File: src/rtl/dma_seq_pkg.sv
// Shared constants, state encoding and command bundle
// for the DMA job sequencer.
package dma_seq_pkg;

  localparam logic [2:0] STATUS = 3'd0;
  localparam logic [2:0] RADDR  = 3'd1;
  localparam logic [2:0] WADDR  = 3'd2;
  localparam logic [2:0] LEN    = 3'd3;
  localparam logic [2:0] CTRL   = 3'd6;

  // WORD | GO | LEEN
  localparam logic [31:0] CTRL_GO = 32'h0000_008C;
  localparam int DONE_BIT = 0;

  typedef enum logic [3:0] {
    S_IDLE,
    S_CHECK,
    S_W_CTRL0,
    S_W_STAT0,
    S_W_RADDR,
    S_W_WADDR,
    S_W_LEN,
    S_W_GO,
    S_POLL_WAIT,
    S_POLL_RD,
    S_POLL_RSP,
    S_W_ABORT,
    S_W_CLR,
    S_REPORT
  } state_e;

  typedef struct packed {
    logic        wr;
    logic [2:0]  addr;
    logic [31:0] data;
  } cmd_t;

  function automatic cmd_t wcmd(
    logic [2:0] a, logic [31:0] d);
    cmd_t c;
    c.wr   = 1'b1;
    c.addr = a;
    c.data = d;
    return c;
  endfunction

  function automatic cmd_t rcmd(logic [2:0] a);
    cmd_t c;
    c.wr   = 1'b0;
    c.addr = a;
    c.data = 32'h0;
    return c;
  endfunction

endpackage

File: src/rtl/avm_cmd_port.sv
// Holds one Avalon-MM command across waitrequest
// stalls and pulses cmd_done_o when it is taken.
module avm_cmd_port
  import dma_seq_pkg::*;
(
  input  logic        clk_i,
  input  logic        rst_ni,
  input  logic        go_i,
  input  cmd_t        cmd_i,
  input  logic        avm_waitrequest_i,
  output logic [2:0]  avm_address_o,
  output logic        avm_write_o,
  output logic        avm_read_o,
  output logic [31:0] avm_writedata_o,
  output logic        cmd_done_o
);

  logic        wr_q;
  logic        rd_q;
  logic [2:0]  addr_q;
  logic [31:0] data_q;

  assign cmd_done_o = (wr_q | rd_q) &
                      ~avm_waitrequest_i;

  // Load a command on go_i, drop the strobe once taken.
  always_ff @(posedge clk_i or negedge rst_ni) begin
    if (!rst_ni) begin
      wr_q   <= 1'b0;
      rd_q   <= 1'b0;
      addr_q <= 3'd0;
      data_q <= 32'h0;
    end else if (go_i) begin
      wr_q   <= cmd_i.wr;
      rd_q   <= ~cmd_i.wr;
      addr_q <= cmd_i.addr;
      data_q <= cmd_i.data;
    end else if (cmd_done_o) begin
      wr_q <= 1'b0;
      rd_q <= 1'b0;
    end
  end

  assign avm_address_o   = addr_q;
  assign avm_write_o     = wr_q;
  assign avm_read_o      = rd_q;
  assign avm_writedata_o = data_q;

endmodule

File: src/rtl/dma_job_sequencer.sv
// Programs dma_0 for one copy job, polls STATUS.DONE
// with a timeout and reports done or error.
module dma_job_sequencer
  import dma_seq_pkg::*;
#(
  parameter int LEN_W     = 16,
  parameter int POLL_GAP  = 8,
  parameter int MAX_POLLS = 1024
) (
  input  logic             clk_clk,
  input  logic             reset_reset_n,
  input  logic             job_valid,
  output logic             job_ready,
  input  logic [31:0]      job_src,
  input  logic [31:0]      job_dst,
  input  logic [LEN_W-1:0] job_len,
  output logic             done_valid,
  output logic             done_err,
  output logic             busy,
  output logic [2:0]       avm_address,
  output logic             avm_write,
  output logic             avm_read,
  output logic [31:0]      avm_writedata,
  input  logic [31:0]      avm_readdata,
  input  logic             avm_readdatavalid,
  input  logic             avm_waitrequest
);

  localparam int GW =
    (POLL_GAP > 1) ? $clog2(POLL_GAP) : 1;
  localparam int PW =
    (MAX_POLLS > 1) ? $clog2(MAX_POLLS) : 1;
  localparam logic [GW-1:0] GAP_LAST =
    GW'(POLL_GAP - 1);
  localparam logic [PW-1:0] POLL_LAST =
    PW'(MAX_POLLS - 1);

  state_e           state_q;
  logic [31:0]      src_q;
  logic [31:0]      dst_q;
  logic [LEN_W-1:0] len_q;
  logic [GW-1:0]    gap_q;
  logic [PW-1:0]    poll_q;
  logic             err_q;
  logic             go_q;
  cmd_t             cmd_q;
  logic             ready_q;
  logic             busy_q;
  logic             dv_q;
  logic             de_q;
  logic             cmd_done;
  logic             bad;
  logic             is_done;
  logic             rd_unused;

  assign bad = (len_q == '0) |
               (|src_q[1:0]) |
               (|dst_q[1:0]) |
               (|len_q[1:0]);

  assign is_done   = avm_readdata[DONE_BIT];
  assign rd_unused = ^(avm_readdata &
                       ~(32'd1 << DONE_BIT));

  avm_cmd_port u_port (
    .clk_i             (clk_clk),
    .rst_ni            (reset_reset_n),
    .go_i              (go_q),
    .cmd_i             (cmd_q),
    .avm_waitrequest_i (avm_waitrequest),
    .avm_address_o     (avm_address),
    .avm_write_o       (avm_write),
    .avm_read_o        (avm_read),
    .avm_writedata_o   (avm_writedata),
    .cmd_done_o        (cmd_done)
  );

  // Job FSM: each command state issues the next
  // command as it leaves, so go_q pulses on entry.
  always_ff @(posedge clk_clk or negedge reset_reset_n) begin
    if (!reset_reset_n) begin
      state_q <= S_IDLE;
      src_q   <= 32'h0;
      dst_q   <= 32'h0;
      len_q   <= '0;
      gap_q   <= '0;
      poll_q  <= '0;
      err_q   <= 1'b0;
      go_q    <= 1'b0;
      cmd_q   <= '0;
      ready_q <= 1'b1;
      busy_q  <= 1'b0;
      dv_q    <= 1'b0;
      de_q    <= 1'b0;
    end else begin
      go_q <= 1'b0;
      unique case (state_q)
        S_IDLE: begin
          if (job_valid) begin
            src_q   <= job_src;
            dst_q   <= job_dst;
            len_q   <= job_len;
            gap_q   <= '0;
            poll_q  <= '0;
            err_q   <= 1'b0;
            ready_q <= 1'b0;
            busy_q  <= 1'b1;
            state_q <= S_CHECK;
          end
        end
        S_CHECK: begin
          if (bad) begin
            err_q   <= 1'b1;
            dv_q    <= 1'b1;
            de_q    <= 1'b1;
            state_q <= S_REPORT;
          end else begin
            go_q    <= 1'b1;
            cmd_q   <= wcmd(CTRL, 32'h0);
            state_q <= S_W_CTRL0;
          end
        end
        S_W_CTRL0: if (cmd_done) begin
          go_q    <= 1'b1;
          cmd_q   <= wcmd(STATUS, 32'h0);
          state_q <= S_W_STAT0;
        end
        S_W_STAT0: if (cmd_done) begin
          go_q    <= 1'b1;
          cmd_q   <= wcmd(RADDR, src_q);
          state_q <= S_W_RADDR;
        end
        S_W_RADDR: if (cmd_done) begin
          go_q    <= 1'b1;
          cmd_q   <= wcmd(WADDR, dst_q);
          state_q <= S_W_WADDR;
        end
        S_W_WADDR: if (cmd_done) begin
          go_q    <= 1'b1;
          cmd_q   <= wcmd(LEN, 32'(len_q));
          state_q <= S_W_LEN;
        end
        S_W_LEN: if (cmd_done) begin
          go_q    <= 1'b1;
          cmd_q   <= wcmd(CTRL, CTRL_GO);
          state_q <= S_W_GO;
        end
        S_W_GO: if (cmd_done) begin
          gap_q   <= '0;
          state_q <= S_POLL_WAIT;
        end
        S_POLL_WAIT: begin
          if (gap_q == GAP_LAST) begin
            gap_q   <= '0;
            go_q    <= 1'b1;
            cmd_q   <= rcmd(STATUS);
            state_q <= S_POLL_RD;
          end else begin
            gap_q <= gap_q + 1'b1;
          end
        end
        S_POLL_RD: if (cmd_done) begin
          state_q <= S_POLL_RSP;
        end
        S_POLL_RSP: if (avm_readdatavalid) begin
          if (is_done) begin
            err_q   <= 1'b0;
            go_q    <= 1'b1;
            cmd_q   <= wcmd(STATUS, 32'h0);
            state_q <= S_W_CLR;
          end else if (poll_q == POLL_LAST) begin
            err_q   <= 1'b1;
            go_q    <= 1'b1;
            cmd_q   <= wcmd(CTRL, 32'h0);
            state_q <= S_W_ABORT;
          end else begin
            poll_q  <= poll_q + 1'b1;
            state_q <= S_POLL_WAIT;
          end
        end
        S_W_ABORT: if (cmd_done) begin
          go_q    <= 1'b1;
          cmd_q   <= wcmd(STATUS, 32'h0);
          state_q <= S_W_CLR;
        end
        S_W_CLR: if (cmd_done) begin
          dv_q    <= 1'b1;
          de_q    <= err_q;
          state_q <= S_REPORT;
        end
        S_REPORT: begin
          dv_q    <= 1'b0;
          de_q    <= 1'b0;
          ready_q <= 1'b1;
          busy_q  <= 1'b0;
          state_q <= S_IDLE;
        end
        default: state_q <= S_IDLE;
      endcase
    end
  end

  assign job_ready  = ready_q;
  assign busy       = busy_q;
  assign done_valid = dv_q;
  assign done_err   = de_q;

endmodule

File: config.mk
export PLATFORM = sky130hd
export DESIGN_NAME = dma_job_sequencer
export DESIGN_NICKNAME = d
export VERILOG_FILES = /design/src/rtl/dma_seq_pkg.sv /design/src/rtl/avm_cmd_port.sv /design/src/rtl/dma_job_sequencer.sv
export SDC_FILE = /design/constraint.sdc
export NUM_CORES = 1
export LEC_CHECK = 0
export CORE_MARGIN = 2
export CORE_UTILIZATION = 40
export DETAILED_ROUTE_END_ITERATION = 10
export DONT_BUFFER_PORTS = 1
export PLACE_DENSITY = 0.53
export SYNTH_ARGS = -nofsm -noshare
export SYNTH_HDL_FRONTEND = slang
export SYNTH_SLANG_ARGS = --single-unit
File: constraint.sdc
create_clock -name clk_clk -period 2.8 [get_ports clk_clk]
set_input_delay 0.28 -clock clk_clk [delete_from_list [all_inputs] [get_ports clk_clk]]
set_output_delay 0.28 -clock clk_clk [all_outputs]
set_load 0.02 [all_outputs]
=== Yosys cells after proc, flatten, opt, wreduce, memory -nomap -nowiden ===
Cells that the tools add are included.

* Bitwise gates (word level): 7
* $add $sub $neg: 2
* Reduce and logical (&&, ||, !) cells: 22
* Equality and inequality tests: 33
* Multiplexer cells: 59

{| class="wikitable"
|+ Operator list
! operator !! number
|-
| $mux 36 || 10
|-
| $pmux 36 s8 || 1
|-
| $mux 4 || 13
|-
| $pmux 4 s13 || 1
|-
| $mux 10 || 4
|-
| $ne 2x2->1 const B || 16
|-
| $eq 4x4->1 const B || 6
|-
| $pmux 10 s2 || 1
|-
| $mux 1 || 17
|-
| $eq 4x3->1 const B || 4
|-
| $logic_not 16->1 || 1
|-
| $mux 3 || 4
|-
| $reduce_and 12->1 || 1
|-
| $add 10x1->10 const B || 1
|-
| $eq 10x10->1 const B || 1
|-
| $reduce_and 10->1 || 1
|-
| $reduce_and 5->1 || 2
|-
| $pmux 1 s3 || 3
|-
| $pmux 3 s3 || 1
|-
| $reduce_bool 3->1 || 3
|-
| $eq 4x2->1 const B || 2
|-
| $reduce_bool 8->1 || 1
|-
| $reduce_or 2->1 || 4
|-
| $reduce_and 3->1 || 2
|-
| other kinds (15) || 23
|}

* Logic and storage cells: 142
* Output and inout bits: 41
* Input bits: 117
* Flip-flop bits (word level): 176

=== Depth between registers and ports, before layout ===
Gate-level depths: netlist (run 1).

* Depth after elaboration: 6
* Depth in mapped cells: 8
* Depth with buffers taken out: 6

=== Modules after synthesis ===
Synthesis (run 1) repeated with hierarchy kept, for this count alone.

* Cells, all modules: 743
* Area total of the unflattened synthesis: 7758.7 µm²

{| class="wikitable"
|+ By module, submodules not included
! module !! times used !! area an instance (µm²) !! cells an instance !! seq. area each (µm²)
|-
| dma_job_sequencer || 1 || 6302.3 || 660 || 3479.6
|-
| avm_cmd_port || 1 || 1456.4 || 83 || 925.9
|}

=== Worst setup path after synthesis (run 1) ===
Ideal clock, no wire load.

* Path type: flip-flop to flip-flop
* Start point: register poll_q[0]
* End point: register cmd_q[10] (netlist bit)
* Arrival: 1.866 ns
* Path slack: 0.809 ns
* Clock period less this slack: 1.991 ns
* Cell stages (with the launch flop): 8
* Buffers on the path: 1
* Path through: dfrtp_1 -> ha_1 -> nand3_1 -> nor3_2 -> o211a_1 -> nor3_4 -> buf_6 -> mux2_4

* Longest elaborated chain between the ends: 3

{| class="wikitable"
|+ Ends and longest elaborated chain
! item !! line !! RTL
|-
| start, declared || dma_job_sequencer.sv:43 || <nowiki>logic [PW-1:0] poll_q;</nowiki>
|-
| start signal, assigned || dma_job_sequencer.sv:177 || <nowiki>poll_q <= poll_q + 1'b1;</nowiki>
|-
| $eq 10x10->1 || dma_job_sequencer.sv:171 || <nowiki>end else if (poll_q == POLL_LAST) begin</nowiki>
|-
| $ne 3x3->1 (no source line) || n/a ||
|-
| $reduce_and 10->1 (no source line) || n/a ||
|-
| end signal, assigned || dma_job_sequencer.sv:169 || <nowiki>cmd_q <= wcmd(STATUS, 32'h0);</nowiki>
|-
| end signal, assigned || dma_job_sequencer.sv:174 || <nowiki>cmd_q <= wcmd(CTRL, 32'h0);</nowiki>
|-
| end signal, assigned || dma_job_sequencer.sv:183 || <nowiki>cmd_q <= wcmd(STATUS, 32'h0);</nowiki>
|-
| end, declared || dma_job_sequencer.sv:46 || <nowiki>cmd_t cmd_q;</nowiki>
|}

Every way passes these cells.
A chain may end at the register's enable or synchronous reset.

=== Final worst setup path (run 1) ===
* Start point: register state_q[2]
* End point: register cmd_q[5] (netlist bit)

* Longest elaborated chain between the ends: 4
* Elaborated cells between the ends (all ways): 22
* Classes of those cells: 18 x eq/ne; 1 x mux; 3 x reduce/logical

{| class="wikitable"
|+ Ends and longest elaborated chain
! item !! line !! RTL
|-
| start, declared || dma_job_sequencer.sv:38 || <nowiki>state_e state_q;</nowiki>
|-
| start signal, assigned || dma_job_sequencer.sv:82 || <nowiki>state_q <= S_IDLE;</nowiki>
|-
| start signal, assigned || dma_job_sequencer.sv:108 || <nowiki>state_q <= S_CHECK;</nowiki>
|-
| start signal, assigned || dma_job_sequencer.sv:116 || <nowiki>state_q <= S_REPORT;</nowiki>
|-
| $eq 4x4->1 / $eq 4x2->1 (equally long branches) || dma_job_sequencer.sv:97 || <nowiki>unique case (state_q)</nowiki>
|-
| $reduce_or 2->1 (no source line) || n/a ||
|-
| $reduce_bool 8->1 (no source line) / $ne 2x1->1 (equally long branches) || n/a ||
|-
| $reduce_and 10->1 (no source line) || n/a ||
|-
| end signal, assigned || dma_job_sequencer.sv:119 || <nowiki>cmd_q <= wcmd(CTRL, 32'h0);</nowiki>
|-
| end signal, assigned || dma_job_sequencer.sv:125 || <nowiki>cmd_q <= wcmd(STATUS, 32'h0);</nowiki>
|-
| end signal, assigned || dma_job_sequencer.sv:130 || <nowiki>cmd_q <= wcmd(RADDR, src_q);</nowiki>
|}

Parallel ways exist; a longest one is shown, timed or not.

==> results of run 1 <==
[repair_timing]
| item | in CTS | in global routing |
|---|---|---|
| endpoints found under the setup margin | 0 | 23 |
| hold endpoints to repair | 256 | 176 |
| buffers inserted | 0 | 2 |
[cells in the final DEF, fill, tap and decap left out, drive strengths merged, types with 3 or more instances in the layout]
cell / count
mux2: 71
nor3b: 4
xnor2: 8
inv: 12
ha: 3
a22o: 19
nor3: 11
a21boi: 3
o21ai: 12
a21oi: 10
nor4: 4
mux2i: 3
dlygate4sd3: 79
a22oi: 17
nand2: 280
nor2b: 7
nor4b: 4
clkbuf: 19
dfrtp: 175
buf: 33
o21bai: 3
nor2: 22
or3: 5
clkinv: 4
nand2b: 4
nand3: 3
and3: 3
[flip-flops by register name, summed over array words and instances (netlist names), 3 cells and up]
name,cells
cmd_q,36
dst_q,32
src_q,32
u_port.avm_writedata_o,32
len_q,16
poll_q,10
state_q,4
gap_q,3
u_port.avm_address_o,3
[cell families (layout without fill, tap and decap cells)]
group | Yosys count | in the layout
AND/OR/NAND/NOR | 355 | 355
flip-flops | 176 | 176
AO/OA/AOI/OAI | 76 | 76
multiplexers | 74 | 74
buffers and inverters | 47 | 150
XOR/XNOR | 8 | 8
adder cells (fa/ha/maj) | 4 | 4
[layout make-up]
cell class,count,area (um2),share of cell area (%)
Sequential cell,176,4410,46.3
Clock buffer,19,433,4.55
Multi-Input combinational cell,517,3130,32.9
Clock inverter,13,150,1.58
Timing Repair Buffer,112,1050,11.0
Tap cell,260,325,3.42
Inverter,6,22.5,0.236
[critical path, cell delays in order, from the launching register on]
cell                       delay, ns
sky130_fd_sc_hd__dfrtp_1        0.65
sky130_fd_sc_hd__buf_4          0.22
sky130_fd_sc_hd__nand2b_1       0.21
sky130_fd_sc_hd__nor3_2         0.55
sky130_fd_sc_hd__buf_4          0.35
sky130_fd_sc_hd__a22oi_1        0.16
sky130_fd_sc_hd__nand2_1        0.12
sky130_fd_sc_hd__mux2_2         0.14
[power breakdown]
part           switching [mW]  internal (mW)
Sequential              0.969           3.50
Clock                    1.05           1.34
Combinational            1.38           1.34
Total                    3.40           6.17
[layer usage]
metal  GRT usage (%)  up-vias
li1                -     2654
met1            26.0     2755
met2            31.0      129
met3            4.12       14
met4            4.95        0
met5               0        -
[worst max path at each step]
stage	from	end	cells past startpoint
after detailed placement	len_q[11]	cmd_q[6]	6
after floorplan	poll_q[0]	cmd_q[10]	7
after global routing	state_q[2]	cmd_q[5]	7
after global placement	len_q[11]	cmd_q[6]	6
after CTS	len_q[11]	cmd_q[4]	6
final	state_q[2]	cmd_q[5]	7
[per-stage QoR]
step                instance area (um2)  total power, mW
global placement                   8130             7.04
CTS                                9510             9.68
floorplan                          7720             6.27
detailed placement                 8130             7.16
finish                             9520             9.58
global route                       9520             10.2
==> results by stage, run 1 <==
Synthesis:
- The complex-gate fraction of the synthesized area is 7.23%.
- The fraction of synthesized area in multiplexers is 12.1%.
- Ranked by instance count, the synthesized netlist is headed by 280 x sky130_fd_sc_hd__nand2_1, 175 x sky130_fd_sc_hd__dfrtp_1, 44 x sky130_fd_sc_hd__mux2_2.
- The synthesized netlist devotes 0.616% of its cell area to adder and majority cells.
- The largest family of logic cells by synthesized area is simple AND/OR/NAND/NOR gates.
- The number of different library cells used by synthesis comes to 49.
- The async set or reset register ratio after synthesis is 100%.
- During synthesis, Yosys emitted a total of 0 warnings.
- The synthesized netlist devotes 19.4% of its cell area to simple gates.
- The synthesized design devotes to its leading area cell type 56.7% of total area.
- The net count after synthesis is 860.
- The synthesized design contains 176 register bits.
- The dominant register cell in the synthesized netlist is sky130_fd_sc_hd__dfrtp_1.
- Yosys mapped a number of flops with a built-in enable equal to 0.
- The post-synthesis area per instance is 10.4 um2.
- Synthesis produced a netlist whose cell count is 740.
- The dominant cell by count in the synthesized netlist is sky130_fd_sc_hd__nand2_1.
- The cell type with the largest total area after synthesis is sky130_fd_sc_hd__dfrtp_1.
- The netlist area before placement is 7720 um2.
- The proportion of synthesized chip area in sequential cells is 57.1%.
- By area the synthesized netlist is led by sky130_fd_sc_hd__dfrtp_1 57%, sky130_fd_sc_hd__nand2_1 14%, sky130_fd_sc_hd__mux2_2 6.4%.
- The XOR/XNOR share of the synthesized area is 0.908%.

STA:
- After layout, the worst setup slack is 0.307 ns.
- The transition time at the pin with the least slew margin is 0.964 ns.
- The post-route worst hold slack is -0.446 ns.
- The minimum clock period after layout is 2.49 ns.
- The count of final setup violators is 0.
- Measured against its own limit, the worst slew margin works out to 35.7%.
- Adding up every negative setup slack in the final design gives 0 ns.
- The setup clock skew after layout is 0.0165 ns.
- Derived from the worst setup path, the maximum achievable clock frequency is 0.401 GHz.
- The final count of hold timing violations is 176.
- The final count of pins violating max slew was 0.
- Setup repair after global routing left no endpoint under its margin.
- The final critical path takes up 89.0% of the cycle.

Flow run:
- The max-cap check violation count is 0.

Layout:
- The share of the core filled with cells is 50.6%.
- From synthesis to final layout, the design area changed by 23.4%.
- The share of layout cells above drive strength 1 is 17.4%.
- After filler insertion, the fill cell instance count of the layout stands at 1715.
- In the final design database the tool counted 950 nets.
- The antenna diode count is 0.
- The count of cells in the finished layout, fillers not included, comes to 1103.

Run status:
- The flow ran to the end, but the final reports show violations.
- The checks that failed: hold timing.

Clocking:
- The number of gates resized after cts is 0.
- The clock tree from TritonCTS is built.
- The root buffer cell is sky130_fd_sc_hd__clkbuf_16.
- Counting the buffers created by CTS gives 17.
- The clock tree synthesis step divided the H-tree into 4 levels.
- The clock latency on the worst-skew pair is 0.43 ns.
- The number of buffers on the longest clock path is 2.
- After clock tree synthesis, the flow added hold-fix buffers numbering 79.
- Clock-pin slew was measured on the worst setup and hold paths at 0.07 ns.
- The total number of clock tree sinks is 176.

Drt:
- The number of optimization iterations in the first detailed-route pass is 5.
- The highest layer touched by signal routing is met4.
- Detailed routing placed a total of 698 um of wire on met3.
- For this block, the initial DRC count from the detailed router was 367.
- The routed length on met2 is 9.08 mm.
- The number of design rule violations left after detail routing is 0.
- In the final routed layout, each cell accounts on average for 16.9 um.
- For this block, wires on met1 add up to 8.65 mm.
- The total detailed-routing wirelength is 18.7 mm.
- Once detail routing completed, the nets flagged for antenna violations numbered 0.
- Summing over every cut layer, the via total after detailed routing is 5552.
- The via count normalized by instance count is 5.03.

Placement:
- Including well taps, the total number of placed cells is 990.
- The minimum setup slack after placement is 0.0713 ns.
- The congestion estimate from routability-driven global placement came to 0.841.
- The number of port buffers is 0.
- The HPWL after detailed placement is 12.2 mm.

Worst setup path:
- By startpoint and endpoint, the worst setup path is classified as reg -> reg.
- The capturing point of the worst reg2reg path is cmd_q[5].
- STA classifies the critical path endpoint as a register.
- Across all register-to-register paths, the minimum setup slack is 0.31 ns.
- The depth of the most critical reg-to-reg path is 7.
- The reg-to-reg startpoint is state_q[2].
- For the worst setup path, the data required time is 3.16 ns.
- The sort of element at the start of the critical path is a register.
- Data arrives at the worst endpoint at 2.85 ns.
- In this run the worst path has a maximum fanout of 18.

GRT:
- The via count of the first global-routing pass is 5733.
- For this run, the total global-route usage over all layers was measured as 19.1%.
- Entering global routing, the biggest net connects 177 pins.
- The initial antenna violation count is 0.
- The global-route wire length before repair is 30.1 mm.
- The total congestion overflow is 0.

Power:
- VDD sags by at most 382 uV.
- The reported leakage power is 4.78 nW.
- Power spread over the standard cell area amounts to 1010 nW/um2.

Die:
- From left edge to right edge, the die measures 143 um.
- The initial standard-cell utilization of the core is 41.0%.
- The vertical die dimension is 143 um.
- The number of placement rows is 50.
- The core region is 18800 um2.
- The floorplan step defined a die boundary enclosing 20400 um2.
- The I/O pin count is 158.

Min path:
- The min-delay analysis places its worst path in the category in -> async.
No activity file was read; power rests on OpenSTA's default activity.
==> run 2: changes to the inputs <==
--- a/config.mk
+++ b/config.mk
@@ -6,10 +6,10 @@
 export NUM_CORES = 1
 export LEC_CHECK = 0
 export CORE_MARGIN = 2
-export CORE_UTILIZATION = 40
+export CORE_UTILIZATION = 63
 export DETAILED_ROUTE_END_ITERATION = 10
 export DONT_BUFFER_PORTS = 1
-export PLACE_DENSITY = 0.53
+export PLACE_DENSITY = 0.78
 export SYNTH_ARGS = -nofsm -noshare
 export SYNTH_HDL_FRONTEND = slang
 export SYNTH_SLANG_ARGS = --single-unit
==> constraint.sdc (replaced) <==
create_clock -name clk_clk -period 2.8 [get_ports clk_clk]
set_input_delay 0.28 -clock clk_clk [delete_from_list [all_inputs] [get_ports clk_clk]]
set_output_delay 0.28 -clock clk_clk [all_outputs]
set_load 0.01 [all_outputs]
==> results by stage, run 2 (synthesis gave the netlist of run 1 again) <==
Clocking:
- The tree is rooted in a sky130_fd_sc_hd__clkbuf_16.
- The post-CTS setup repair buffer count is 0.
- The clock reaches the later pin of the worst-skew pair after 0.43 ns.
- The number of gates resized after cts is 0.
- After clock tree synthesis, the clock-pin slew on the worst setup and hold paths is 0.06 ns.
- The clock tree from TritonCTS is built.
- The number of buffers inserted for hold repair after clock tree synthesis is 80.
- The number of clock buffers added by TritonCTS is 17.
- In this run the number of H-tree levels came out at 4.
- The total number of clock tree sinks is 176.
- The longest clock path from root to sink contains 2 buffers.

Power:
- The power density over the cells is 992 nW/um2.
- The reported leakage power is 4.64 nW.
- The design draws 9.10 mW.
- The highest ir drop seen on vdd is 580 uV.

GRT:
- The global-route wire length before repair is 29.0 mm.
- Global routing consumed, over all layers together, 28.9% of the routing resources.
- The total overflow left after global routing is 0.
- The initial antenna violation count is 1.
- The via count of the first global-routing pass was 5813.
- Entering global routing, the biggest net connects 177 pins.

Worst setup path:
- Data arrives at the worst endpoint at 2.73 ns.
- The highest fanout seen on the critical path is 37.
- STA puts the critical path data required time at 3.11 ns.
- The worst setup path category is reg -> reg.
- The worst setup path is captured at a register.
- STA classifies the critical path startpoint as a register.

Placement:
- The weighted congestion reported at the end of routability-driven placement is 0.829.
- The placed instance count is 856.
- In this run the cell area measured after placement is 7840 um2.
- The minimum setup slack after placement is 0.450 ns.
- The count of buffers added on input and output ports is 0.
- The HPWL after detailed placement is 10.7 mm.

Die:
- 158 I/O pins were placed.
- The die outline area is 13200 um2.
- The initial standard-cell utilization of the core is 64.5%.
- The core region is 12000 um2.
- The vertical die dimension is 115 um.
- The initialized floorplan defines 40 standard-cell rows.
- The die outline width is 115 um.

STA:
- The final-layout setup total negative slack is 0 ns.
- The final count of hold timing violations is 176.
- The final count of pins violating max slew was 0.
- Setup violations remaining at the end of the flow were counted as 0.
- The highest clock rate is 0.412 GHz.
- The setup clock skew after layout is 0.0106 ns.
- Dividing the final minimum period by the clock period gives 86.6%.
- Setup repair after global routing left no endpoint under its margin.
- For the pin with the worst max-slew slack, the measured transition is 0.975 ns.
- In the post-route analysis, the smallest setup slack over all paths is 0.375 ns.
- Measured against its own limit, the worst slew margin works out to 35.0%.
- Final hold analysis gives a worst-case slack of -0.451 ns.
- The minimum clock period after layout is 2.42 ns.

Drt:
- Summed over all layers, the routed wires come to 18.2 mm.
- The number of DRC violations after detailed-routing iteration 0 is 440.
- The pre-antenna-repair detailed-routing pass consisted of 4 iterations.
- The remaining antenna violation count is 0.
- After detailed routing, the number of vias per cell comes to 5.83.
- The number of design rule violations left after detail routing is 0.
- The total vias in the final route is 5653.
- The average wire length per cell after detail routing is 18.8 um.

Layout:
- Leaving out fill and tap cells, the most frequent cell in the layout is sky130_fd_sc_hd__nand2_1.
- In the layout the commonest cells are 280 x sky130_fd_sc_hd__nand2_1, 174 x sky130_fd_sc_hd__dfrtp_1, 80 x sky130_fd_sc_hd__dlygate4sd3_1, 44 x sky130_fd_sc_hd__mux2_2, 27 x sky130_fd_sc_hd__mux2_4.
- The number of nets in the finished design is 928.
- The flip-flop count of the largest register after layout is 36.
- The register with the most flip-flops is cmd_q.
- Once layout is done, the placed cells without fillers occupy 9170 um2.
- The area growth from synthesis to layout is 18.9%.
- After the flow finishes, the layout carries non-filler instances totaling 969.
- The share of layout cells above drive strength 1 is 14.6%.
- Once layout is complete, the utilization of the core stands at 76.7%.

Flow run:
- The tool flagged a number of max-cap violations equal to 0.

Run status:
- The flow ran to the end, but the final reports show violations.
- The checks that failed: hold timing.

Min path:
- The path class of the tightest hold or removal check is in -> async.
## run 2: cell count changes in the layout (fill, tap and decap cells not counted), sizes merged
cell         before  now
bufinv            2    0
buf              33   10
diode             0    1
clkbuf           19   26
inv              12    7
dlygate4sd3      79   80
## run 2: final timing paths
path | start | endpoint | slack, ns | cells after the start
max | state_q[0] | cmd_q[21] | 0.38 | 7
min | reset_reset_n | u_port.avm_writedata_o[29] | -0.45 | 0
max reg2reg | state_q[0] | cmd_q[21] | 0.38 | 7
min reg2reg | src_q[27] | src_q[27] | 0.48 | 2
max in group asynchronous | reset_reset_n | job_ready | 2.92 | 0
min in group clk_clk | job_dst[7] | dst_q[7] | 0.04 | 2
## run 2: final cells by class
cell class / instances / area (um2)
well taps: 147 / 184
fillers: 754 / 2790
flip-flops and latches: 176 / 4410
repair buffers: 90 / 901
multi-input cells: 517 / 3130
inverters: 6 / 22.5
diodes: 1 / 2.50
clock buffers: 26 / 489
clock inverters: 6 / 36.3
## run 2: report_power, final
group	internal, mW	total [mW]	switching (mW)
sequential	3.50	4.38	0.875
clock	1.20	2.15	0.949
combinational	1.22	2.57	1.36
## run 2: metal layers
layer | track usage, % | vias to the layer above | part of all wire, %
li1 | - | 2613 | -
met1 | 36.9 | 2822 | 42
met2 | 48.1 | 179 | 50
met3 | 6.62 | 39 | 5.2
met4 | 11.4 | 0 | 2.3
met5 | 0 | - | 0
## run 2: worst max-delay path, stage by stage, from the launching register on
cell                       delay [ns]
sky130_fd_sc_hd__dfrtp_1         0.62
sky130_fd_sc_hd__buf_4           0.26
sky130_fd_sc_hd__nand2b_1        0.11
sky130_fd_sc_hd__nor3_1          0.40
sky130_fd_sc_hd__and3_4          0.32
sky130_fd_sc_hd__nor3_4          0.05
sky130_fd_sc_hd__buf_12          0.21
sky130_fd_sc_hd__mux2_4          0.33
==> run 3: changes to the inputs <==
--- a/config.mk
+++ b/config.mk
@@ -9,7 +9,7 @@
 export CORE_UTILIZATION = 63
 export DETAILED_ROUTE_END_ITERATION = 10
 export DONT_BUFFER_PORTS = 1
-export PLACE_DENSITY = 0.78
+export PLACE_DENSITY = 0.9
 export SYNTH_ARGS = -nofsm -noshare
 export SYNTH_HDL_FRONTEND = slang
 export SYNTH_SLANG_ARGS = --single-unit
==> results by stage, run 3 (synthesis gave the netlist of run 1 again) <==
Run status:
- The flow ran to the end, but the final reports show violations.
- The final reports fail on hold timing.

Worst setup path:
- STA puts the critical path data required time at 3.17 ns.
- The maximum cell stage delay along the critical path is 0.96 ns.
- The slowest stage of the critical path is the sky130_fd_sc_hd__nor2_1 cell.
- The data arrival at the endpoint of the critical path is 2.91 ns.
- The highest fanout seen on the critical path is 24.
- The family of cells with the greatest summed delay on the critical path is simple AND/OR/NAND/NOR gates.
- The signal on the critical path passes through nand2b_1, nor2_1, a22oi_1, nand2_1, mux2_4.
- The worst setup path is of the reg -> reg kind.
- The reg-to-reg startpoint is state_q[0].
- The internal reg-to-reg setup slack is 0.26 ns.
- The kind of end point of the critical path is a register.
- For the worst flop-to-flop path, the logic depth is 5.
- The sum of buffers and inverters on the critical path is 0.
- The worst setup path is launched from a register.
- The capturing point of the worst reg2reg path is cmd_q[12].

Drt:
- For this block, the via count after detailed routing is 5831.
- The via count normalized by instance count is 6.00.
- The first detailed-routing pass ran for 5 iterations.
- For this block, the routed nets add up to 19.2 mm of wire.
- The count of nets left with antenna violations once routing finished came out at 0.
- The average wire length per cell after detail routing is 19.7 um.
- After the first detailed-routing iteration, the DRC count stood at 548.
- The number of design rule violations left after detail routing is 0.

Power:
- Summing internal, switching and leakage power gives 9.41 mW.
- The reported leakage power is 4.69 nW.
- IR analysis of the VDD net gives a maximum drop of 530 uV.
- For this design the ratio of total power to cell area is 1010 nW/um2.

STA:
- The worst path uses 90.5% of the clock period.
- The final count of hold timing violations came to 176.
- The post-route worst hold slack is -0.449 ns.
- The worst pin sits at a relative slew slack of 18.7%.
- Between clock sinks in the finished design, the worst skew comes to 0.0153 ns.
- Adding up every negative setup slack in the final design gives 0 ns.
- The worst setup slack after layout is 0.265 ns.
- The minimum clock period after layout is 2.54 ns.
- For this run, the top clock speed supported by timing is 0.394 GHz.
- The final count of pins violating max slew was 0.
- Setup repair after global routing left no endpoint under its margin.
- At the pin with the least slew margin, the transition time is 1.21 ns.
- Setup violations remaining at the end of the flow were counted as 0.

Layout:
- Compared with the post-synthesis result, the final layout area differs by 20.2%.
- The sequential cells in the finished layout cover a total of 4410 um2.
- The post-route standard cell area excluding fillers is 9270 um2.
- The leading cell type in the layout, fill and taps excluded is sky130_fd_sc_hd__nand2_1.
- After filler insertion, the fill cell instance count of the layout stands at 682.
- The flip-flop count of the largest register after layout is 36.
- The share of the core filled with cells is 77.5%.
- In the layout the commonest cells are 280 x sky130_fd_sc_hd__nand2_1, 174 x sky130_fd_sc_hd__dfrtp_1, 80 x sky130_fd_sc_hd__dlygate4sd3_1, 44 x sky130_fd_sc_hd__mux2_2, 27 x sky130_fd_sc_hd__mux2_4.
- The number of nets in the finished design is 931.
- The area used by multi-input combinational logic is 3130 um2.
- In the final layout, the share of cells above drive strength 1 is 15.4%.
- The register with the most flip-flops is cmd_q.
- For this run, the number of standard cells in the final layout without fillers is 972.

Clocking:
- The root buffer cell is sky130_fd_sc_hd__clkbuf_16.
- In this run the number of H-tree levels came out at 4.
- Clock tree synthesis inserted a total of 17 buffers.
- Clock tree synthesis found a total of 176 sinks.
- The clock tree from TritonCTS is built.
- The number of buffers inserted for hold repair after clock tree synthesis is 80.
- Clock-pin slew was measured on the worst setup and hold paths at 0.07 ns.
- For the worst-skew pair, the clock arrives at the later sink with an insertion delay of 0.43 ns.
- No sink is reached through more buffers than the 2 on the longest clock path.

Placement:
- During placement, the flow inserted port buffers numbering 0.
- The placed standard-cell area is 7880 um2.
- Before CTS, the worst setup slack after placement is 0.330 ns.
- The detailed placement HPWL is 11.3 mm.
- The weighted congestion reported at the end of routability-driven placement is 0.856.
- The placed instance count is 859.

Die:
- The die outline area is 13200 um2.
- For this design the top-level I/O count stands at 158.
- Measured along the y axis, the die boundary spans 115 um.
- The die outline width is 115 um.
- The initial standard-cell utilization of the core is 64.5%.
- In this run the core area contains 40 standard-cell rows.
- The floorplan step defined a core boundary enclosing 12000 um2.

GRT:
- The global-route wire length before repair is 30.8 mm.
- The initial antenna violation count was 0.
- The via count of the first global-routing pass is 6048.
- Entering global routing, the biggest net connects 177 pins.
- The total congestion overflow is 0.
- The global-route usage over all layers is 30.7%.

Min path:
- The tightest min-delay check is of the in -> async type.

Flow run:
- The max-cap check violation count is 0.
run 3: repair_timing:
| action | 4_1_cts | 5_1_grt |
|---|---|---|
| gates resized for setup | 0 | 0 |
| hold endpoints to repair | 256 | 176 |
| setup buffers | 0 | 0 |
run 3: metal layers:
metal	up-vias	global-route usage [%]	wire length (um)
met2	269	52.7	10000
met1	2901	37.8	7480
met4	0	12.8	397
li1	2617	-	-
met5	-	0	0
met3	44	6.56	1250
run 3: power by group:
group / switching, mW / total (mW) / internal [mW]
clock network: 1.00 / 2.37 / 1.37
registers: 0.956 / 4.46 / 3.50
logic: 1.34 / 2.58 / 1.24
run 3: how the worst max path moves through the flow:
| stage | startpoint | endpoint | slack [ns] | cells past startpoint |
|---|---|---|---|---|
| after global placement | state_q[0] | cmd_q[4] | 0.50 | 5 |
| after floorplan | poll_q[0] | cmd_q[10] | 0.81 | 7 |
| after detailed placement | state_q[0] | cmd_q[14] | 0.33 | 5 |
| after CTS | state_q[0] | cmd_q[12] | 0.29 | 5 |
| after global routing | state_q[0] | cmd_q[12] | 0.09 | 5 |
| final | state_q[0] | cmd_q[12] | 0.26 | 5 |
run 3: worst register-to-register path, stage by stage, from the launching register on:
cell and delay (ns):
sky130_fd_sc_hd__dfrtp_1 0.80, sky130_fd_sc_hd__nand2b_1 0.20, sky130_fd_sc_hd__nor2_1 0.96, sky130_fd_sc_hd__a22oi_1 0.21, sky130_fd_sc_hd__nand2_1 0.16, sky130_fd_sc_hd__mux2_4 0.15
run 3: final cells by class:
class | instances | share of cell area, %
timing repair buffer | 93 | 10.1
clock buffer | 21 | 4.97
tap | 147 | 1.98
multi-input combinational | 517 | 33.8
antenna | 1 | 0.0270
sequential | 176 | 47.5
inverter | 6 | 0.243
clock inverter | 11 | 1.40
